### config.mk
export PLATFORM = sky130hd
export DESIGN_NAME = sram_req_arbiter
export DESIGN_NICKNAME = d
export VERILOG_FILES = /design/src/rtl/sram_req_arbiter.sv
export SDC_FILE = /design/constraint.sdc
export NUM_CORES = 1
export LEC_CHECK = 0
export CORE_AREA = 4 4 118 120
export CTS_CLUSTER_DIAMETER = 50
export DETAILED_ROUTE_END_ITERATION = 8
export DIE_AREA = 0 0 122 124
export MAX_ROUTING_LAYER = met4
export PLACE_DENSITY = 0.62
export SLEW_MARGIN = 20
export SYNTH_ARGS = -nofsm -noshare
export SYNTH_HDL_FRONTEND = slang
export SYNTH_SLANG_ARGS = --single-unit
### constraint.sdc
create_clock -name clk -period 3.4 [get_ports clk]
set_clock_uncertainty 0.15 [all_clocks]
set_input_delay 1.02 -clock clk [delete_from_list [all_inputs] [get_ports clk]]
set_output_delay 1.02 -clock clk [all_outputs]
set_load 0.01 [all_outputs]
### src/rtl/sram_req_arbiter.sv
// Two-requester (inst/data) arbiter onto one sram-like master port, one transaction in flight.
// Tie-break: fixed data priority by default; define ARB_ROUND_ROBIN_EN for alternating grants.
module sram_req_arbiter #(
  parameter int ADDR_W = 32
) (
  input  logic              clk,
  input  logic              rst,
  // inst requester
  input  logic              inst_req,
  input  logic              inst_wr,
  input  logic [1:0]        inst_size,
  input  logic [ADDR_W-1:0] inst_addr,
  input  logic [31:0]       inst_wdata,
  input  logic              inst_uncached,
  output logic              inst_addr_ok,
  output logic              inst_data_ok,
  output logic [31:0]       inst_rdata,
  // data requester
  input  logic              data_req,
  input  logic              data_wr,
  input  logic [1:0]        data_size,
  input  logic [ADDR_W-1:0] data_addr,
  input  logic [31:0]       data_wdata,
  input  logic              data_uncached,
  output logic              data_addr_ok,
  output logic              data_data_ok,
  output logic [31:0]       data_rdata,
  // downstream master
  output logic              m_req,
  output logic              m_wr,
  output logic [1:0]        m_size,
  output logic [ADDR_W-1:0] m_addr,
  output logic [31:0]       m_wdata,
  output logic              m_uncached,
  input  logic              m_addr_ok,
  input  logic              m_data_ok,
  input  logic [31:0]       m_rdata,
  output logic              busy
);

  typedef enum logic [1:0] {S_IDLE, S_ADDR, S_DATA} state_t;

  state_t state, state_nxt;
  logic   owner, owner_nxt;  // 1 = data requester owns the port
  logic   grant;

`ifdef ARB_ROUND_ROBIN_EN
  logic last_grant;

  always_ff @(posedge clk) begin
    if (rst)
      last_grant <= 1'b0;
    else if (state == S_IDLE && (inst_req || data_req))
      last_grant <= grant;
  end

  // On a tie, hand the port to whoever did not get it last time.
  assign grant = (inst_req && data_req) ? ~last_grant : data_req;
`else
  assign grant = data_req;
`endif

  always_ff @(posedge clk) begin
    if (rst) begin
      state <= S_IDLE;
      owner <= 1'b0;
    end else begin
      state <= state_nxt;
      owner <= owner_nxt;
    end
  end

  always_comb begin
    state_nxt    = state;
    owner_nxt    = owner;
    m_req        = 1'b0;
    inst_addr_ok = 1'b0;
    data_addr_ok = 1'b0;
    inst_data_ok = 1'b0;
    data_data_ok = 1'b0;
    busy         = 1'b0;
    case (state)
      S_IDLE: begin
        if (inst_req || data_req) begin
          owner_nxt = grant;
          state_nxt = S_ADDR;
        end
      end
      S_ADDR: begin
        m_req = 1'b1;
        busy  = 1'b1;
        if (m_addr_ok) begin
          inst_addr_ok = ~owner;
          data_addr_ok = owner;
          state_nxt    = S_DATA;
        end
      end
      S_DATA: begin
        busy = 1'b1;
        if (m_data_ok) begin
          inst_data_ok = ~owner;
          data_data_ok = owner;
          state_nxt    = S_IDLE;
        end
      end
      default: state_nxt = S_IDLE;
    endcase
    // Reset silences every handshake output in the same cycle it is asserted.
    if (rst) begin
      m_req        = 1'b0;
      inst_addr_ok = 1'b0;
      data_addr_ok = 1'b0;
      inst_data_ok = 1'b0;
      data_data_ok = 1'b0;
      busy         = 1'b0;
    end
  end

  always_comb begin
    m_wr       = 1'b0;
    m_size     = 2'd0;
    m_addr     = '0;
    m_wdata    = 32'd0;
    m_uncached = 1'b0;
    if (m_req) begin
      m_wr       = owner ? data_wr       : inst_wr;
      m_size     = owner ? data_size     : inst_size;
      m_addr     = owner ? data_addr     : inst_addr;
      m_wdata    = owner ? data_wdata    : inst_wdata;
      m_uncached = owner ? data_uncached : inst_uncached;
    end
  end

  assign inst_rdata = m_rdata;
  assign data_rdata = m_rdata;

endmodule

### Word level (Yosys, flattened, before mapping)

Index checks and enable logic that the tools add are counted.
Widths: inputs -> output; s select.

| word-level totals | value |
|---|---|
| output and inout bits | 138 |
| logic and storage cells | 43 |
| register bits | 3 |
| input port bits | 174 |

| operators by class | value |
|---|---|
| bitwise gates (word level) | 1 |
| reductions and logical operators | 5 |
| mux-type cells | 30 |
| equal/unequal tests | 5 |

Operators with widths:

| cell | number |
|---|---|
| $mux 32 | 4 |
| $mux 1 | 20 |
| $mux 2 | 5 |
| $ne 2x2->1 const B | 3 |
| $pmux 2 s3 | 1 |
| $reduce_and 3->1 | 1 |
| $eq 2x1->1 const B | 1 |
| $eq 2x2->1 const B | 1 |
| $logic_not 2->1 | 1 |
| $reduce_and 2->1 | 1 |
| $reduce_or 2->1 | 1 |
| $logic_or 1x1->1 | 1 |
| $not 1->1 | 1 |

### Depth between registers and ports, before layout

| logic depth | value |
|---|---|
| depth after elaboration | 4 |
| gate-level depth with buffers | 6 |
| mapped depth without buffers | 6 |

### Least setup slack after synthesis

Ideal clock, no wire load.

| timing path | value |
|---|---|
| kind | input to output |
| start point | in rst |
| end point | out m_addr[12] |
| path buffers | 2 |
| arrival time | 1.573 ns |
| cell stages on the path | 5 |
| setup slack | 0.657 ns |
| required time | 2.230 ns |
| path through | inv_2 > nand2_4 > buf_6 > buf_8 > nor2_2 |

| on the way | value |
|---|---|
| cells in the longest elaborated chain, start to end | 2 |

RTL lines:

| item | RTL line | RTL |
|---|---|---|
| start: declaration | 7 | `input logic rst,` |
| $mux 1 | 109 | `if (rst) begin` |
| $mux 32 | 125 | `if (m_req) begin` |
| end: declaration | 32 | `output logic [ADDR_W-1:0] m_addr,` |

Every way passes these cells.

### Worst setup path after layout

| timing path | value |
|---|---|
| start point | in rst |
| end point | out m_wdata[15] |

| on the way | value |
|---|---|
| cells in the longest elaborated chain, start to end | 2 |

RTL lines:

| item | RTL line | RTL |
|---|---|---|
| $mux 1 | 109 |  |
| $mux 32 | 125 |  |
| end: declaration | 33 | `output logic [31:0] m_wdata,` |

Every way passes these cells.

==> run_results.csv <==
group,metric,value,unit
critical_path,rrSetupSlack,1.81,ns
timing,hold_viol,0,
timing,slew_headroom,0.752,
cells_and_area,stdcell_count,578,
logic_synthesis,synthDistinctLibCells,21,
logic_synthesis,syn_avg_cell_area,7.68,um2
logic_synthesis,yosysTopAreaCell,"mux2i_1",
logic_synthesis,ys_ff_latch,3,
cells_and_area,fin_nets,581,
floorplan,ioPinCount,312,
cts,clock_path_buffers,2,
logic_synthesis,syn-num-nets,424,
cells_and_area,finalInstanceArea,3810,um2
place,globalplace.congestion,0.733,
cts,cts_buffers,3,
worst_hold_path,hp-class,"flip-flop to flip-flop",
grt,track_usage,0.0965,
power_and_ir_drop,power.leakage,1.74,nW
power_and_ir_drop,ir_drop,0.000254,V
place,dp_cells,572,
critical_path,cp.required,2.23,ns
critical_path,crit_path_max_fanout,12,
critical_path,crit_family,"buffers and inverters",
timing,hold_slack,0.342,ns
cells_and_area,synthToLayoutAreaGrowth,102,%
cts,cts_tree,"built",
timing,fin_setup_tns,0,ns
logic_synthesis,synth_edf_count,0,
route,drc_errors,0,
power_and_ir_drop,power.total,1.22,mW
route,viasPerCell,3.73,
place,placedInstanceArea,3740,um2
floorplan,die_area,15100,um2
critical_path,slowest_delay,0.30,ns
logic_synthesis,synthArstFlopShare,0,
timing,finalSetupViolCount,0,
floorplan,start_util,0.145,
place,place_ws,-0.293,ns
grt,grt_pass1_wl,11.3,mm
timing,min_period_over_period,0.979,
critical_path,crit_path_start_kind,"input port",
cts,cts-hold-fix-buffers,0,
grt,overflow,0,
timing,final_max_slew_viol_count,0,
route,num_vias,2155,
grt,grt_max_degree,25,
grt,antenna_found_initial,0,
logic_synthesis,synthFlopType,"dfxtp_1",
route,first_iter_violations,37,
logic_synthesis,synthCells,246,
cells_and_area,fin_util,0.294,
outcome,status,"finished, final reports clean",
critical_path,cp.arrival,2.16,ns
flow_run,drv_cap,0,
route,finalWirelength,8.24,mm
logic_synthesis,synth_common_cells,"mux2i_1, buf_4, nor2_1",
grt,grt_pass1_vias,2176,
cells_and_area,diodes,0,
cts,clkSinkCount,3,
cts,cts_setup_buffers,0,
critical_path,cpMaxStageDelayCell,"bufbuf_16",
timing,layout_min_cycle_time,3.33,ns
cts,htreeDepth,1,
logic_synthesis,synth_top_area_share,0.366,
cts,clock_latency,0.22,ns
logic_synthesis,synth_area_leaders,"mux2i_1, buf_4, nor2_1",
critical_path,worstPathCellList,"dlygate4sd2_1 > inv_2 > nand2_8 > bufbuf_16 > nor2_1 > dlygate4sd2_1",
route,wl_per_cell,14.3,um
critical_path,cpMostUsedCell,"dlygate4sd2_1",
critical_path,worstSetupPathType,"input port to primary output",
place,io_buffers,215,
route,ant_nets,0,
cells_and_area,drive_above_1_share,0.109,
logic_synthesis,synth_seq_area_share,0.0318,
critical_path,setup.worst_path.end_class,"primary output",
timing,tightest_slew,0.373,ns
cts,clkTransAtPathRegs,0.03,ns
floorplan,rows,42,
logic_synthesis,synth.most_common_cell,"mux2i_1",
timing,fin_ws,0.0706,ns
floorplan,fp.dieH,124,um
route,dr.pass1.iters,4,
logic_synthesis,ys_warn_count,0,
timing,grt_setup_unrepaired,"false",
logic_synthesis,syn_area,1890,um2
place,dpl.hpwl,6.75,mm
floorplan,die_w,122,um
timing,max_freq,0.300,GHz
critical_path,path_buf_inv,4,
cts,root_buffer,"clkbuf_16",
floorplan,core,13000,um2
power_and_ir_drop,pwr_density_cell,320,nW/um2
[path summary, 6_finish.rpt]
kind | depth (start not counted) | end | from
worst max-delay path | 6 | m_wdata[15] | rst
worst min-delay path | 2 | state[1]$_SDFFE_PP0P_ | state[1]$_SDFFE_PP0P_
worst max register to register | 5 | state[1]$_SDFFE_PP0P_ | state[1]$_SDFFE_PP0P_
worst min register to register | 2 | state[1]$_SDFFE_PP0P_ | state[1]$_SDFFE_PP0P_
[per-layer routing]
| layer | share of wire | up-vias | GRT usage |
|---|---|---|---|
| met2 | 0.54 | 112 | 0.185 |
| li1 | - | 1056 | - |
| met5 | 0 | - | - |
| met4 | 0.013 | 0 | 0.0189 |
| met3 | 0.10 | 15 | 0.0236 |
| met1 | 0.35 | 972 | 0.100 |
[layout make-up]
type / instances / area (um2)
Fill cell: 1423 / 9170
Timing Repair Buffer: 231 / 2260
Multi-Input combinational cell: 160 / 1170
Tap cell: 176 / 220
Clock buffer: 4 / 78.8
Sequential cell: 3 / 63.8
Inverter: 4 / 15.0
[state kept, by name, indices dropped and copies added, names as in the netlist]
signal  flops
owner       1
state       2
[kinds of logic (layout without fill, tap and decap cells)]
group / count (synthesis) / in the layout / synth area share
multiplexers: 69 / 69 / 0.366
adder cells (fa/ha/maj): 4 / 4 / 0.0265
buffers and inverters: 83 / 239 / 0.353
AO/OA/AOI/OAI: 4 / 4 / 0.0199
flip-flops: 3 / 3 / 0.0318
AND/OR/NAND/NOR: 83 / 83 / 0.203
[cell usage in the layout (no fill, tap or decap)]
cell type,netlist,routed
inv_2,1,1
nor3_1,1,1
clkbuf_1,0,1
dfxtp_1,3,2
nand2_8,0,1
a22oi_1,1,1
a211oi_2,1,1
buf_12,0,2
clkdlybuf4s15_1,0,4
buf_4,64,10
dfxtp_4,0,1
nor2b_1,3,3
buf_6,4,2
nor3b_1,1,1
clkdlybuf4s15_2,0,1
clkdlybuf4s50_1,0,141
and3_1,1,1
mux2i_1,69,69
o31ai_1,1,1
nor2_2,20,20
bufbuf_16,0,1
ha_1,4,4
nor2_1,51,51
buf_16,0,1
dlygate4sd2_1,0,69
nand2_1,5,5
inv_1,3,3
o21ba_1,1,1
clkbuf_16,0,3
[report_power, final]
part | switching, mW | total (mW) | internal [mW]
Sequential | 0.0369 | 0.0855 | 0.0486
Combinational | 0.413 | 0.950 | 0.537
Clock | 0.0309 | 0.185 | 0.155
Total | 0.481 | 1.22 | 0.740
[worst reg2reg max path, cell delays in order, from the launching register on]
cell and delay (ns):
dfxtp_1 0.35, inv_1 0.09, ha_1 0.26, nor2b_1 0.19
a211oi_2 0.27, mux2i_1 0.21
[repair_timing]
item	4_1_cts	5_1_grt
endpoints found under the hold margin	0	0
resized for setup	81	3
endpoints found under the setup margin	74	3
cloned	2	0
Power figures use the tool's default switching activity.
==> edit 1: new RTL, same settings <==
Register the outputs `inst_rdata` and `data_rdata`, without a reset; this adds one clock of latency there. The other outputs are not delayed to match.
--- a/src/rtl/sram_req_arbiter.sv
+++ b/src/rtl/sram_req_arbiter.sv
@@ -131,8 +131,10 @@
     end
   end
 
-  assign inst_rdata = m_rdata;
-  assign data_rdata = m_rdata;
+  always_ff @(posedge clk) begin
+    inst_rdata <= m_rdata;
+    data_rdata <= m_rdata;
+  end
 
 endmodule
 
Check against the original RTL: not equivalent (Yosys sat finds a counterexample within 4 cycles, from zero or initial values and one cycle with rst high).
==> edit 1 against the original RTL <==
Wire length rose by 49%. Non-clock buffer count rose by 99. Die area did not move. Synthesized area rose by 16%. Worst setup slack got worse by 11 ps. Core utilization rose by 13 points. Register-to-register slack improved by 180 ps. Design area rose by 43%. Total power rose by 51%. Sequential cell count rose by 32.
==> edit 1: results (changes against the original RTL) <==
Worst setup path
  – FF-to-FF setup slack: 1990 ps (+180 ps)
  – Worst setup path start: rst
  – Worst flop-to-flop path endpoint: state[0]
  – Setup crit end: m_addr[21]
  – CP max FO: 9 (-3)
  – Worst R2R Path Depth: 5 (unchanged)

Placement
  – # placed instances: 694 (+21%)
  – Hpwl dp: 9.66 mm (+43%)
  – Placed Area: 0.00525 mm^2 (+40%)
  – Gp weighted congestion: 0.836 (+14%)
  – # port buffers: 311 (+45%)
  – Place WS: -360 ps (-67.6 ps)

Finish
  – ANT cells: 0 (unchanged)
  – Largest regs: data_rdata (32), state (2), owner (1)
  – Nets: 714 (+23%)
  – Layout cell share with drive strength beyond 1: 16.0% (+5.1 points)

Logic synthesis
  – Synth top area cells: dfxtp_1 (32%), mux2i_1 (32%), buf_4 (13%), nor2_1 (12%), ha_1 (2.3%)
  – Top post-synthesis cells by count: mux2i_1 (69), nor2_1 (69), buf_4 (38)
  – Syn Nets: 425 (+0.24%)
  – Async set-or-reset flop fraction in the synthesized netlist: 0% (unchanged)
  – Netlist cell types: 20 (-4.8%)
  – Synthesis warning total: 0 (unchanged)
  – Synthesized area per cell: 8.86 um^2 (+15%)
  – Sequential share of the synthesized area: 32.0% (+29 points)

Clock tree
  – Cts repair resizes: 144 (+78%)
  – Clk Tree Root Cell: clkbuf_16
  – CTS buffer count: 5 (+2)
  – H-tree levels: 2 (+1)
  – Post-CTS setup repair buffer count: 5 (+5)
  – CTS max path bufs: 2 (unchanged)
  – Clock-pin slew on the worst setup and hold paths: 60 ps (+30 ps)
  – Clk Latency, worst-skew pair: 280 ps (+60 ps)

Power
  – Flop+latch power: 473 uW (+450%)
  – Clock share of power: 27.3% (+12 points)
  – Total internal power: 1290 uW (+74%)
  – Static Leak: 0.00235 uW (+36%)
  – Maximum VDD drop: 0.206 mV (-19%)

Timing
  – Actual slew at the worst max-slew pin: 330 ps (-43.0 ps)
  – FMAX: 299 MHz (-0.34%)

Detailed routing
  – Via density per instance: 3.91 (+4.8%)
  – DR WL/cell: 17.3 um (+21%)
  – Pre-antenna DRT Iters: 4 (unchanged)
  – Drt initial violations: 37 (unchanged)
  – Total number of vias: 2786 (+29%)

Global route
  – Initial antenna violation count: 0 (unchanged)
  – Largest net degree at the start of global routing: 26 (+4.0%)
  – Global-route wire length before repair: 16.5 mm (+45%)
  – GRT Resource Usage Total: 14.8% (+5.1 points)

Status
  – Status: finished clean

Min path
  – WHS Endpoint: state[1]
  – Hold_sp: state[1]
  – Hold Path Stages: 2 (unchanged)
[edit 1: cell count changes in the layout (fill, tap and decap cells not counted), sizes merged, moves of 7 or more]
cell	before	now
dlygate4sd2	69	12
buf	15	34
clkbuf	4	38
dfxtp	3	35
clkdlybuf4s15	5	12
clkdlybuf4s50	141	237
[edit 1: layer usage]
| layer | global-route usage [%] | wire (um) | up-vias | share of wire, % |
|---|---|---|---|---|
| met5 | - | 0 | - | 0 |
| met3 | 3.86 | 1050 | 9 | 8.6 |
| met2 | 27.7 | 6610 | 141 | 54 |
| li1 | - | - | 1361 | - |
| met4 | 1.96 | 80 | 0 | 0.65 |
| met1 | 16.1 | 4550 | 1275 | 37 |
[edit 1: area by class of cell]
class / count / area (um^2)
Timing Repair Buffer: 330 / 3210
Fill cell: 1297 / 7530
Inverter: 4 / 15.0
Sequential cell: 35 / 704
Clock inverter: 2 / 17.5
Clock buffer: 6 / 150
Tap cell: 176 / 220
Multi-Input combinational cell: 160 / 1130
[edit 1: per-stage QoR]
stage	TNS (ps)	hold slack [ps]	total power [uW]
final	0	352	1840
after global placement	-22750	334	1280
after detailed placement	-23080	354	1290
after floorplan	0	315	834
after global routing	0	372	1940
after CTS	0	361	1880
[edit 1: worst max-delay path, cell delays in order]
cell and delay [ps]:
dlygate4sd2_1 240, nand2b_4 160, buf_12 150, buf_12 120
buf_16 130, nor2_1 90, clkdlybuf4s15_1 250
[edit 1: cells by family (layout without fill, tap and decap cells)]
kind of cell             Yosys count  after routing  synth area share (%)
multiplexers                      69             69                  31.6
adder cells (fa/ha/maj)            4              4                  2.29
flip-flops                        35             35                  32.0
AO/OA/AOI/OAI                      4              4                  1.49
AND/OR/NAND/NOR                   83             83                  15.5
buffers and inverters             52            342                  17.2
==> edit 2: new RTL, same settings <==
Without the edit above. Set the parameter `ADDR_W` to 24 (it was 32).
--- a/src/rtl/sram_req_arbiter.sv
+++ b/src/rtl/sram_req_arbiter.sv
@@ -1,7 +1,7 @@
 // Two-requester (inst/data) arbiter onto one sram-like master port, one transaction in flight.
 // Tie-break: fixed data priority by default; define ARB_ROUND_ROBIN_EN for alternating grants.
 module sram_req_arbiter #(
-  parameter int ADDR_W = 32
+  parameter int ADDR_W = 24
 ) (
   input  logic              clk,
   input  logic              rst,
Interface: changed (resized data_addr, inst_addr and m_addr); port bits go from 312 to 288. No check against the original RTL was run, so the function may have changed too.
==> edit 2 against the original RTL <==
Total power shrank 5.9%. Die area unchanged. Synthesized area decreased by 6.6%. Wire length down 7.1%. Core utilization down 2.9 points. Global-route usage shrank 0.18 points. Critical path depth decreased by 2. Sequential cell count unchanged. Sequential share of layout area grew 0.18 points. Via count down 7.8%. Critical path type unchanged. Worst setup slack better by 110 ps. Largest cell class unchanged. Largest power group unchanged. Design area down 9.8%.
==> edit 2: results (changes against the original RTL) <==
Timing
  – Final Hold Fails: 0 (unchanged)
  – Final TNS setup: 0 ps (unchanged)
  – Fin Hold WS: 331 ps (-11.0 ps)
  – Min Clock Period, post-route: 3220 ps (-109 ps)
  – Setup-failing EPs final: 0 (unchanged)
  – Slew margin rel.: 71.7% (-3.4 points)

Global route
  – M1 GR Usage: 8.99% (-1.0 points)
  – GR Layer Usage met2: 18.0% (-0.52 points)
  – Global-route wire length before repair: 11.1 mm (-2.3%)
  – Largest net degree at the start of global routing: 27 (+8.0%)
  – Initial antenna violation count: 0 (unchanged)
  – M3 GR Usage: 2.27% (-0.091 points)
  – Vias in the first global route: 2171 (-0.23%)
  – GRT Resource Usage Total: 9.47% (-0.18 points)

Logic synthesis
  – Syn Nets: 390 (-8.0%)
  – Synth top area cells: mux2i_1 (35%), buf_4 (29%), nor2_1 (9.1%), nor2_2 (7.1%), buf_12 (5.7%)
  – Sequential share of the synthesized area: 3.40% (+0.22 points)
  – Top post-synthesis cells by count: buf_4 (67), mux2i_1 (61), nor2_1 (43)
  – Netlist cell types: 22 (+4.8%)
  – Main synth FF type: dfxtp_1
  – Synth area leader: mux2i_1
  – Synthesis warning total: 0 (unchanged)
  – Async set-or-reset flop fraction in the synthesized netlist: 0% (unchanged)

Worst setup path
  – CP top delay family: buffers and inverters
  – CP max stage delay: 480 ps (+180 ps)
  – Slowest CP cell: clkdlybuf4s50_1
  – Worst EP arrival: 2050 ps (-110 ps)
  – FF-to-FF setup slack: 1870 ps (+60 ps)
  – CP max FO: 2 (-10)

Clock tree
  – Clock-pin slew on the worst setup and hold paths: 30 ps (about the same)
  – H-tree levels: 1 (unchanged)
  – CTS buffer count: 3 (unchanged)
  – Cts repair resizes: 177 (+120%)
  – Clk Latency, worst-skew pair: 220 ps (about the same)
  – Post-CTS setup repair buffer count: 2 (+2)
  – CTS max path bufs: 2 (unchanged)
  – Clk Tree Root Cell: clkbuf_16

Power
  – Maximum VDD drop: 0.323 mV (+27%)
  – Switching share of power: 39.4% (+0.040 points)
  – Static Leak: 0.00140 uW (-19%)

Finish
  – Nets: 527 (-9.3%)
  – Layout cell share with drive strength beyond 1: 24.2% (+13 points)
  – ANT cells: 0 (unchanged)
  – Largest regs: state (2), owner (1)

Placement
  – Gp weighted congestion: 0.746 (+1.9%)
  – Hpwl dp: 6.39 mm (-5.3%)
  – Place WS: -352 ps (-59.5 ps)
  – # port buffers: 191 (-11%)

Status
  – Status: finished clean

Detailed routing
  – Total number of vias: 1986 (-7.8%)
  – DR WL/cell: 14.2 um (-0.51%)
  – Drt initial violations: 38 (+2.7%)
  – Pre-antenna DRT Iters: 4 (unchanged)

Min path
  – Hold Path Class: reg -> reg
-- edit 2: cell count changes after synthesis, moves of 3 or more --
cell,delta
buf_12,+5
nor2_1,-8
buf_6,-3
buf_8,-7
buf_4,+3
mux2i_1,-8
-- edit 2: power groups by stage --
stage	logic, uW	registers, uW	clock network (uW)
3_5_place_dp	887	89.9	0
4_1_cts	897	89.5	193
3_3_place_gp	878	89.4	0
2_1_floorplan	587	55.2	0
5_1_grt	946	93.5	196
6_report	871	89.0	189
-- edit 2: logic make-up after synthesis --
group                      share of synthesized area, %
muxes                                              34.6
buffers and inverters                              36.8
and+or+nand+nor                                    20.2
DFF                                                3.40
AOI/OAI and AO/OA                                  2.13
adders and majority gates                          2.84
-- edit 2: stage by stage --
step | instances | total power (uW) | util, % | instance area [um^2]
final | 540 | 1150 | 26.5 | 3440
after global routing | 540 | 1240 | 26.5 | 3440
after CTS | 539 | 1180 | 27.0 | 3500
after detailed placement | 531 | 977 | 26.1 | 3390
after global placement | 531 | 968 | 26.1 | 3390
after floorplan | 228 | 642 | - | 1760
-- edit 2: layout make-up --
cell class	count	area (um^2)
Multi-Input combinational cell	144	1080
Timing Repair Buffer	209	1980
Sequential cell	3	63.8
Fill cell	1424	9540
Inverter	4	15.0
Clock buffer	4	78.8
Tap cell	176	220
-- edit 2: routing by layer --
| layer | vias to the layer above | part of all wire (%) | routed length [um] |
|---|---|---|---|
| li1 | 952 | - | - |
| met1 | 865 | 35 | 2670 |
| met2 | 134 | 49 | 3770 |
| met3 | 35 | 12 | 937 |
| met4 | 0 | 3.6 | 275 |
| met5 | - | 0 | 0 |
-- edit 2: final timing paths --
path | to | start | depth (start not counted)
setup / recovery | data_data_ok | m_data_ok | 4
hold / removal | state[1] | state[1] | 2
setup reg to reg | state[1] | state[1] | 5
hold reg to reg | state[1] | state[1] | 2
